$ cat src/rtl/cmp_defs.sv
// Shared definitions for the comparator result tracker slice.
//   CMP_LT / CMP_GT / CMP_EQ : one-hot comparator result codes
//   S_WAIT / S_SETTLE / S_STABLE : tracker FSM state encodings (2 bits)
//   is_valid_code() : true when exactly one result bit is set
package cmp_defs;

  localparam logic [2:0] CMP_LT = 3'b001;
  localparam logic [2:0] CMP_GT = 3'b010;
  localparam logic [2:0] CMP_EQ = 3'b100;

  localparam logic [1:0] S_WAIT   = 2'd0;
  localparam logic [1:0] S_SETTLE = 2'd1;
  localparam logic [1:0] S_STABLE = 2'd2;

  function automatic logic is_valid_code(input logic [2:0] c);
    return (c == CMP_LT) || (c == CMP_GT) || (c == CMP_EQ);
  endfunction

endpackage

$ cat src/rtl/cmp_result_tracker_if.sv
// Bundle between the result tracker and its user.
//   q_in, clr                  : raw comparator code and counter clear (user -> tracker)
//   res_q, res_valid,
//   change_pulse, cnt_*        : published result, strobe and event counters (tracker -> user)
//   err_cnt                    : invalid-code episode counter, only with CMP_ERR_CNT_EN
// Modports: master = user side, slave = tracker side.
interface cmp_result_tracker_if #(
  parameter int unsigned CNT_W = 8
);

  logic [2:0]       q_in;
  logic             clr;
  logic [2:0]       res_q;
  logic             res_valid;
  logic             change_pulse;
  logic [CNT_W-1:0] cnt_lt;
  logic [CNT_W-1:0] cnt_gt;
  logic [CNT_W-1:0] cnt_eq;
`ifdef CMP_ERR_CNT_EN
  logic [CNT_W-1:0] err_cnt;

  modport master (output q_in, clr,
                  input  res_q, res_valid, change_pulse, cnt_lt, cnt_gt, cnt_eq, err_cnt);
  modport slave  (input  q_in, clr,
                  output res_q, res_valid, change_pulse, cnt_lt, cnt_gt, cnt_eq, err_cnt);
`else
  modport master (output q_in, clr,
                  input  res_q, res_valid, change_pulse, cnt_lt, cnt_gt, cnt_eq);
  modport slave  (input  q_in, clr,
                  output res_q, res_valid, change_pulse, cnt_lt, cnt_gt, cnt_eq);
`endif

endinterface

$ cat src/rtl/sync_2ff.sv
// Two-flop synchroniser for asynchronous switch-derived inputs.
//   clk : destination clock
//   rst : asynchronous, active-high reset (outputs clear to 0)
//   d   : asynchronous input bus
//   q   : synchronised output, two clk edges behind d
module sync_2ff #(
  parameter int unsigned W = 3
) (
  input  logic         clk,
  input  logic         rst,
  input  logic [W-1:0] d,
  output logic [W-1:0] q
);

  logic [W-1:0] meta_q;
  logic [W-1:0] sync_q;

  always_ff @(posedge clk or posedge rst) begin
    if (rst) begin
      meta_q <= '0;
      sync_q <= '0;
    end else begin
      meta_q <= d;
      sync_q <= meta_q;
    end
  end

  assign q = sync_q;

endmodule

$ cat src/rtl/cmp_result_tracker.sv
// Synchronises and debounces the 1-bit comparator's one-hot result, publishes
// a stable registered code with a change strobe and keeps saturating
// per-class event counters.
//   clk, rst : system clock, asynchronous active-high reset
//   bus      : slave side of cmp_result_tracker_if
//              (q_in, clr in; res_q, res_valid, change_pulse, cnt_lt/gt/eq out)
// Optional: define CMP_ERR_CNT_EN to add bus.err_cnt, counting invalid codes
// that stay stable for DEB_CYCLES.
module cmp_result_tracker
  import cmp_defs::*;
#(
  parameter int unsigned DEB_CYCLES = 16,
  parameter int unsigned CNT_W      = 8
) (
  input  logic                 clk,
  input  logic                 rst,
  cmp_result_tracker_if.slave  bus
);

  localparam logic [15:0] DEB_MAX = 16'(DEB_CYCLES);
  localparam logic [15:0] DEB_M1  = 16'(DEB_CYCLES - 1);

  logic [2:0]  q_s;
  logic [2:0]  cand_q;
  logic [15:0] count_q;
  logic [1:0]  state_q, state_d;
  logic [2:0]  res_q;
  logic        res_valid_q;
  logic        pulse_q;
  logic [CNT_W-1:0] cnt_lt_q, cnt_gt_q, cnt_eq_q;

  logic changed;
  logic reach;
  logic cand_ok;
  logic accept;

  function automatic logic [CNT_W-1:0] sat_inc(input logic [CNT_W-1:0] v);
    return (v == '1) ? v : v + CNT_W'(1);
  endfunction

  sync_2ff #(.W(3)) u_sync (
    .clk (clk),
    .rst (rst),
    .d   (bus.q_in),
    .q   (q_s)
  );

  // reach is true only on the edge where the count steps onto DEB_CYCLES,
  // so each stable episode produces at most one decision. Gating on S_SETTLE
  // keeps the post-reset 000 (never a real change) from being judged.
  assign changed = (q_s != cand_q);
  assign reach   = !changed && (count_q == DEB_M1) && (state_q == S_SETTLE);
  assign cand_ok = is_valid_code(cand_q);
  assign accept  = reach && cand_ok && (cand_q != res_q);

  always_comb begin
    state_d = state_q;
    case (state_q)
      S_WAIT:   if (changed) state_d = S_SETTLE;
      S_SETTLE: if (!changed && reach && cand_ok) state_d = S_STABLE;
      S_STABLE: if (changed) state_d = S_SETTLE;
      default:  state_d = S_WAIT;
    endcase
  end

  always_ff @(posedge clk or posedge rst) begin
    if (rst) begin
      cand_q      <= '0;
      count_q     <= '0;
      state_q     <= S_WAIT;
      res_q       <= '0;
      res_valid_q <= 1'b0;
      pulse_q     <= 1'b0;
    end else begin
      state_q <= state_d;
      pulse_q <= accept;
      if (changed) begin
        cand_q  <= q_s;
        count_q <= '0;
      end else if (count_q != DEB_MAX) begin
        count_q <= count_q + 16'd1;
      end
      if (accept) begin
        res_q       <= cand_q;
        res_valid_q <= 1'b1;
      end
    end
  end

  always_ff @(posedge clk or posedge rst) begin
    if (rst) begin
      cnt_lt_q <= '0;
      cnt_gt_q <= '0;
      cnt_eq_q <= '0;
    end else if (bus.clr) begin
      cnt_lt_q <= '0;
      cnt_gt_q <= '0;
      cnt_eq_q <= '0;
    end else if (accept) begin
      if (cand_q == CMP_LT) cnt_lt_q <= sat_inc(cnt_lt_q);
      if (cand_q == CMP_GT) cnt_gt_q <= sat_inc(cnt_gt_q);
      if (cand_q == CMP_EQ) cnt_eq_q <= sat_inc(cnt_eq_q);
    end
  end

`ifdef CMP_ERR_CNT_EN
  logic [CNT_W-1:0] err_cnt_q;

  always_ff @(posedge clk or posedge rst) begin
    if (rst) begin
      err_cnt_q <= '0;
    end else if (bus.clr) begin
      err_cnt_q <= '0;
    end else if (reach && !cand_ok) begin
      err_cnt_q <= sat_inc(err_cnt_q);
    end
  end

  assign bus.err_cnt = err_cnt_q;
`endif

  assign bus.res_q        = res_q;
  assign bus.res_valid    = res_valid_q;
  assign bus.change_pulse = pulse_q;
  assign bus.cnt_lt       = cnt_lt_q;
  assign bus.cnt_gt       = cnt_gt_q;
  assign bus.cnt_eq       = cnt_eq_q;

endmodule
$ cat src/flat_wrapper.sv
// flat-port wrapper written by rule: the top's interface ports become plain ports
module cmp_result_tracker_flat import cmp_defs::*;
#(
  parameter int unsigned DEB_CYCLES = 16,
  parameter int unsigned CNT_W      = 8
)
  (clk, rst, bus_q_in, bus_clr, bus_res_q, bus_res_valid, bus_change_pulse, bus_cnt_lt, bus_cnt_gt, bus_cnt_eq);
  cmp_result_tracker_if #(.CNT_W(CNT_W)) bus_i ();
  input  logic clk;
  input  logic rst;
  input wire logic [$bits(bus_i.q_in)-1:0] bus_q_in;
  input wire logic [$bits(bus_i.clr)-1:0] bus_clr;
  output wire logic [$bits(bus_i.res_q)-1:0] bus_res_q;
  output wire logic [$bits(bus_i.res_valid)-1:0] bus_res_valid;
  output wire logic [$bits(bus_i.change_pulse)-1:0] bus_change_pulse;
  output wire logic [$bits(bus_i.cnt_lt)-1:0] bus_cnt_lt;
  output wire logic [$bits(bus_i.cnt_gt)-1:0] bus_cnt_gt;
  output wire logic [$bits(bus_i.cnt_eq)-1:0] bus_cnt_eq;
  assign bus_i.q_in = bus_q_in;
  assign bus_i.clr = bus_clr;
  assign bus_res_q = bus_i.res_q;
  assign bus_res_valid = bus_i.res_valid;
  assign bus_change_pulse = bus_i.change_pulse;
  assign bus_cnt_lt = bus_i.cnt_lt;
  assign bus_cnt_gt = bus_i.cnt_gt;
  assign bus_cnt_eq = bus_i.cnt_eq;
  cmp_result_tracker #(.DEB_CYCLES(DEB_CYCLES), .CNT_W(CNT_W)) u_core (.clk(clk), .rst(rst), .bus(bus_i));
endmodule
$ cat config.mk
export PLATFORM = sky130hd
export DESIGN_NAME = cmp_result_tracker_flat
export DESIGN_NICKNAME = d
export VERILOG_FILES = /design/src/rtl/cmp_defs.sv /design/src/rtl/cmp_result_tracker_if.sv /design/src/rtl/sync_2ff.sv /design/src/rtl/cmp_result_tracker.sv /design/src/flat_wrapper.sv
export SDC_FILE = /design/constraint.sdc
export NUM_CORES = 1
export LEC_CHECK = 0
export CAP_MARGIN = 10
export CORE_MARGIN = 5
export CORE_UTILIZATION = 59
export CTS_CLUSTER_DIAMETER = 30
export DETAILED_ROUTE_END_ITERATION = 8
export HOLD_SLACK_MARGIN = 0.02
export PLACE_DENSITY = 0.81
export SLEW_MARGIN = 20
export SYNTH_ARGS = -nofsm -noshare
export SYNTH_HDL_FRONTEND = slang
export SYNTH_SLANG_ARGS = --single-unit
$ cat constraint.sdc
create_clock -name clk -period 7 [get_ports clk]
set_clock_uncertainty 0.05 [all_clocks]
set_input_delay 1.05 -clock clk [delete_from_list [all_inputs] [get_ports clk]]
set_output_delay 1.05 -clock clk [all_outputs]
set_load 0.005 [all_outputs]
* Yosys cells after proc, flatten, opt, wreduce, memory -nomap -nowiden
Index checks and enable logic that the tools add are counted. Widths: inputs -> output; s select.
Word-level totals: memories 0, output and inout port bits 29, bits in writable memories 0, bits in latches 0, register bits after elaboration 56, bits of input ports 6, logic and storage cells 69, memory bits (read-only) 0
Operators by class: $mul 0, equal/unequal tests 17, reductions and logical operators 20, shift operators 0, $add $sub $neg 4, $lt $le $gt $ge 0, divide/modulo/power cells 0, muxes and demuxes 17, bitwise logic cells 0
Operator list (count):
- $mux 8 | 12
- $mux 16 | 2
- $add 8x1->8 const B | 3
- $eq 8x8->1 const B | 3
- $add 16x1->16 const B | 1
- $eq 16x4->1 const B | 1
- $ne 16x5->1 const B | 1
- $reduce_bool 2->1 | 5
- $reduce_and 3->1 | 3
- $ne 2x2->1 const B | 4
- $logic_and 1x1->1 | 6
- $ne 3x3->1 | 2
- $mux 2 | 2
- $pmux 2 s2 | 1
- $eq 3x1->1 const B | 1
- $eq 3x2->1 const B | 1
- $eq 3x3->1 const B | 1
- $eq 2x1->1 const B | 1
- $eq 2x2->1 const B | 1
- $logic_not 2->1 | 1
- $logic_or 1x1->1 | 2
- $ne 2x1->1 const B | 1
- $reduce_and 2->1 | 1
- $reduce_or 2->1 | 1
- $logic_not 1->1 | 1

* Depth between registers and ports, before layout
depth in word-level cells 8, mapped depth 8, depth with buffers taken out 6

* By module
From an unflattened synthesis, not the netlist that was laid out.
Unflattened totals: cell total of the unflattened synthesis 288, area total of the unflattened synthesis 2767.7 um^2
By module, submodules not included:
- cmp_result_tracker | instances 1, cells each 281, area each 2613.8 um^2, seq. area each 1251.2 um^2
- sync_2ff | instances 1, cells each 7, area each 153.9 um^2, seq. area each 150.1 um^2

* Worst setup path before layout
No wires, ideal clock.
path type reg-to-reg, from register u_core.cand_q[1], to register u_core.cnt_eq_q[5], in the netlist u_core.bus.cnt_eq[5], stages on the path, launching flop included 8, library setup time 0.078 ns, clock period less this slack 2.209 ns, path buffers 2, required time 6.872 ns, arrival time 2.081 ns, path slack 4.791 ns, cell sequence dfrtp_1 -> buf_6 -> or3b_4 -> nor4b_4 -> o211ai_2 -> buf_6 -> or4_1 -> a21oi_1
Between the ends: word-level cells in the longest chain between the ends 8, elaborated cells on any way between the ends 15, classes of those cells eq/ne: 5; reduce/logical: 10
Ends and longest elaborated chain:
- from (decl) | RTL line cmp_result_tracker.sv:24 | logic [2:0] cand_q;
- from (signal assigned) | RTL line cmp_result_tracker.sv:78 | cand_q <= q_s;
- $ne 3x3->1 | RTL line cmp_result_tracker.sv:51 | assign changed = (q_s != cand_q);
- $logic_not 1->1 | RTL line cmp_result_tracker.sv:52 | assign reach = !changed && (count_q == DEB_M1) && (state_q == S_SETTLE);
- $logic_and 1x1->1 (2 in series) | RTL line cmp_result_tracker.sv:52
- $logic_and 1x1->1 (2 in series) | RTL line cmp_result_tracker.sv:54 | assign accept = reach && cand_ok && (cand_q != res_q);
- $reduce_bool 2->1 (no source line)
- $reduce_and 3->1 (no source line) (*)
- to (signal assigned) | RTL line cmp_result_tracker.sv:102 | if (cand_q == CMP_EQ) cnt_eq_q <= sat_inc(cnt_eq_q);
- to (decl) | RTL line cmp_result_tracker.sv:30 | logic [CNT_W-1:0] cnt_lt_q, cnt_gt_q, cnt_eq_q;
Every way passes the cells marked *; elsewhere a longest branch is shown, timed or not. A chain may end at the register's enable or synchronous reset.

* Worst setup path after layout
from register u_core.cand_q[0], to register u_core.cnt_gt_q[5], in the netlist u_core.bus.cnt_gt[5]
Between the ends: word-level cells in the longest chain between the ends 8, elaborated cells on any way between the ends 15, classes of those cells eq/ne: 5; reduce/logical: 10
Ends and longest elaborated chain:
- $ne 3x3->1 | RTL line cmp_result_tracker.sv:51
- $logic_not 1->1 | RTL line cmp_result_tracker.sv:52
- $logic_and 1x1->1 (2 in series) | RTL line cmp_result_tracker.sv:52
- $logic_and 1x1->1 (2 in series) | RTL line cmp_result_tracker.sv:54
- $reduce_bool 2->1 (no source line)
- $reduce_and 3->1 (no source line) (*)
- to (signal assigned) | RTL line cmp_result_tracker.sv:101 | if (cand_q == CMP_GT) cnt_gt_q <= sat_inc(cnt_gt_q);
- to (decl) | RTL line cmp_result_tracker.sv:30
Marked as above.

==> flow_summary.toml <==
[clock_network]
cts_setup_buffers = 0
cts-resized-gates = 0
root_buffer = "clkbuf_8"
cts_tree = "yes"
numCtsBuffers = 5
clock-sinks = 56
h-tree-depth = 2
clk_latency_ps = 310
cts_buffer_depth = 2
postCtsHoldBufs = 0
clk_pin_slew_worst_paths_ps = 100

[setup_path]
cp_max_fo = 19
required_ps = 7160
start_kind = "flip-flop"
reg2regPathDepth = 5
crit_type = "flip-flop to flip-flop"
critical_path_arrival_ps = 3020
end_kind = "flip-flop"

[synth]
synth_top_family_by_area = "simple AND/OR/NAND/NOR gates"
syn_nets = 295
synth_cell_types = 39
ys_seq_elements = 56
yosys.cell_count.top_type = "dfrtp_1"
synth-compound-area-share_pct = 12.43
synth_fa_ha_area_share_pct = 2.211
yosys-top-cells-count = "56 x dfrtp_1, 24 x a21oi_1, 21 x nor2_1"
synthArstFlopShare_pct = 100.0
synthCells = 284
yosys.area_share.simple_pct = 23.93
yosysTopAreaCellShare_pct = 49.54
synth_area_leaders = "dfrtp_1 50%, or4_1 4.8%, a21oi_1 4.2%"
yosys_warnings = 0
seq_area_frac_synth_pct = 49.54
synthMuxAreaShare_pct = 1.946
syn_area_per_cell_sq_um = 9.961
synth_edf_count = 0
synthFlopType = "dfrtp_1"
netlist_area_sq_mm = 0.002829
synth_xor_area_share_pct = 5.573
yosysTopAreaCell = "dfrtp_1"

[timing]
hold_viol = 0
tns_ps = 0
final_max_slew_viol_count = 0
whs_ps = 305.7
fin_crit_ps = 2869
setup_viol = 0
fin_crit_sh_pct = 40.98
tightest_slew_ps = 1005
max_freq_ghz = 0.3486
slew_headroom_pct = 32.82
grt_setup_unrepaired = "false"

[global_route]
track_usage_pct = 19.90
antenna_found_initial = 0
grt_pass1_wl_um = 9942
grt_pass1_vias = 2118
grt_max_degree = 57
grt-ovfl-total = 0

[power_and_ir_drop]
leakagePower_nw = 1.270
powerDensity_mw_per_mm2 = 173.0
combinationalPowerShare_pct = 4.5
switchingPower_uw = 126.5
ir_worst_vdd_uv = 164.3
power_frac_clock_pct = 37.1
p_seq_share_pct = 58.4
swShare_pct = 22.30
intPower_uw = 440.7

[routing]
viasPerCell = 6.218
wl_per_cell_um = 15.61
dr.pass1.iters = 4
num_vias = 2257
drc = 0
drt-total-wl_um = 5668
drt_iter0_drc = 172
antenna_left = 0

[die]
initial_core_util_pct = 60.29
dieArea_sq_mm = 0.006280
die_h_um = 79.25
row_count = 25
chipWidth_um = 79.25
pin_count = 35
coreArea_sq_mm = 0.004692

[final_layout]
nets = 319
multiInputGateArea_sq_mm = 0.001313
diodes = 0
fillers = 383
areaGrowthSynthToFinish_pct = 15.88
layout-drive-gt1-share_pct = 4.531
seq_area_sq_mm = 0.001401
finish.utilization_pct = 69.87

[placed_design]
place.gp.congestion = 0.7849
hpwl_um = 3807
portBuffers = 34

[status]
status = "complete, no violations"

[worst_hold_path]
min_delay_path_depth = 0
hp-class = "flip-flop to flip-flop"

[job]
maxCapViolCount = 0
cell families (layout without fill, tap and decap cells):
| group | Yosys count | count (layout) |
|---|---|---|
| AND/OR/NAND/NOR | 115 | 115 |
| AO/OA/AOI/OAI | 56 | 56 |
| flip-flops | 56 | 56 |
| buffers and inverters | 29 | 54 |
| XOR/XNOR | 18 | 18 |
| adder cells (fa/ha/maj) | 5 | 5 |
| multiplexers | 5 | 5 |
registers in the layout, indices dropped and copies added, names as in the netlist:
signal	count
u_core.bus.change_pulse	1
u_core.bus.cnt_eq	8
u_core.bus.cnt_gt	8
u_core.bus.cnt_lt	8
u_core.bus.res_q	3
u_core.bus.res_valid	1
u_core.cand_q	3
u_core.count_q	16
u_core.state_q	2
u_core.u_sync.meta_q	3
u_core.u_sync.q	3
critical path, cell delays in order (launching register included):
cell and delay, ps:
dfrtp_1 580, or3b_4 450, nor4b_4 320, o2111ai_2 450
nor4_1 530, mux2_1 370
worst paths after layout:
| kind | slack [ps] | endpoint | start |
|---|---|---|---|
| setup / recovery | 4130 | u_core.bus.cnt_gt[5] | u_core.cand_q[0] |
| hold / removal | 310 | u_core.u_sync.q[0] | u_core.u_sync.meta_q[0] |
| setup reg to reg | 4130 | u_core.bus.cnt_gt[5] | u_core.cand_q[0] |
| min in group asynchronous | 1190 | u_core.bus.cnt_eq[2] | rst |
| hold reg to reg | 310 | u_core.u_sync.q[0] | u_core.u_sync.meta_q[0] |
| max in group asynchronous | 5260 | u_core.bus.cnt_lt[7] | rst |
cell type report:
type | instances | share of cell area [%]
Sequential cell | 56 | 42.75
Multi-Input combinational cell | 199 | 40.04
Tap cell | 54 | 2.061
Clock inverter | 2 | 1.069
Timing Repair Buffer | 35 | 10.61
Clock buffer | 6 | 2.214
Inverter | 11 | 1.260
through the flow:
step / power (mW) / instances / cell area, sq um / worst slack, ps
final: 0.5672 / 363 / 3278 / 4131
after global routing: 0.5885 / 363 / 3278 / 3812
after CTS: 0.5705 / 363 / 3269 / 4177
after detailed placement: 0.3636 / 355 / 3162 / 4157
after global placement: 0.3628 / 355 / 3162 / 4242
after floorplan: 0.3562 / 284 / 2829 / 4529
layout by cell type, fill, tap and decap left out, drive strengths merged, types with 8 or more instances in the layout:
cell type      count
dfrtp             56
clkdlybuf4s50     34
a21oi             24
nor2              21
or4               18
nand2             16
o31ai             14
nand3             13
inv               11
o21ai             11
xnor2             10
nand4              8
xor2               8
power by group through the flow:
| stage | clock network, mW | registers, mW | logic (mW) |
|---|---|---|---|
| after floorplan | 0 | 0.335 | 0.0209 |
| after global placement | 0 | 0.337 | 0.0254 |
| after detailed placement | 0 | 0.337 | 0.0261 |
| after CTS | 0.213 | 0.331 | 0.0261 |
| after global routing | 0.227 | 0.332 | 0.0292 |
| final | 0.210 | 0.331 | 0.0256 |
per-layer routing:
layer,up-vias,GRT usage [%],wire [um]
met3,7,3.401,222
li1,1080,-,-
met2,42,31.90,2760
met4,0,7.732,74
met1,1128,26.98,2612
met5,-,0,0
Note: power is estimated with default switching activity, not from simulation.
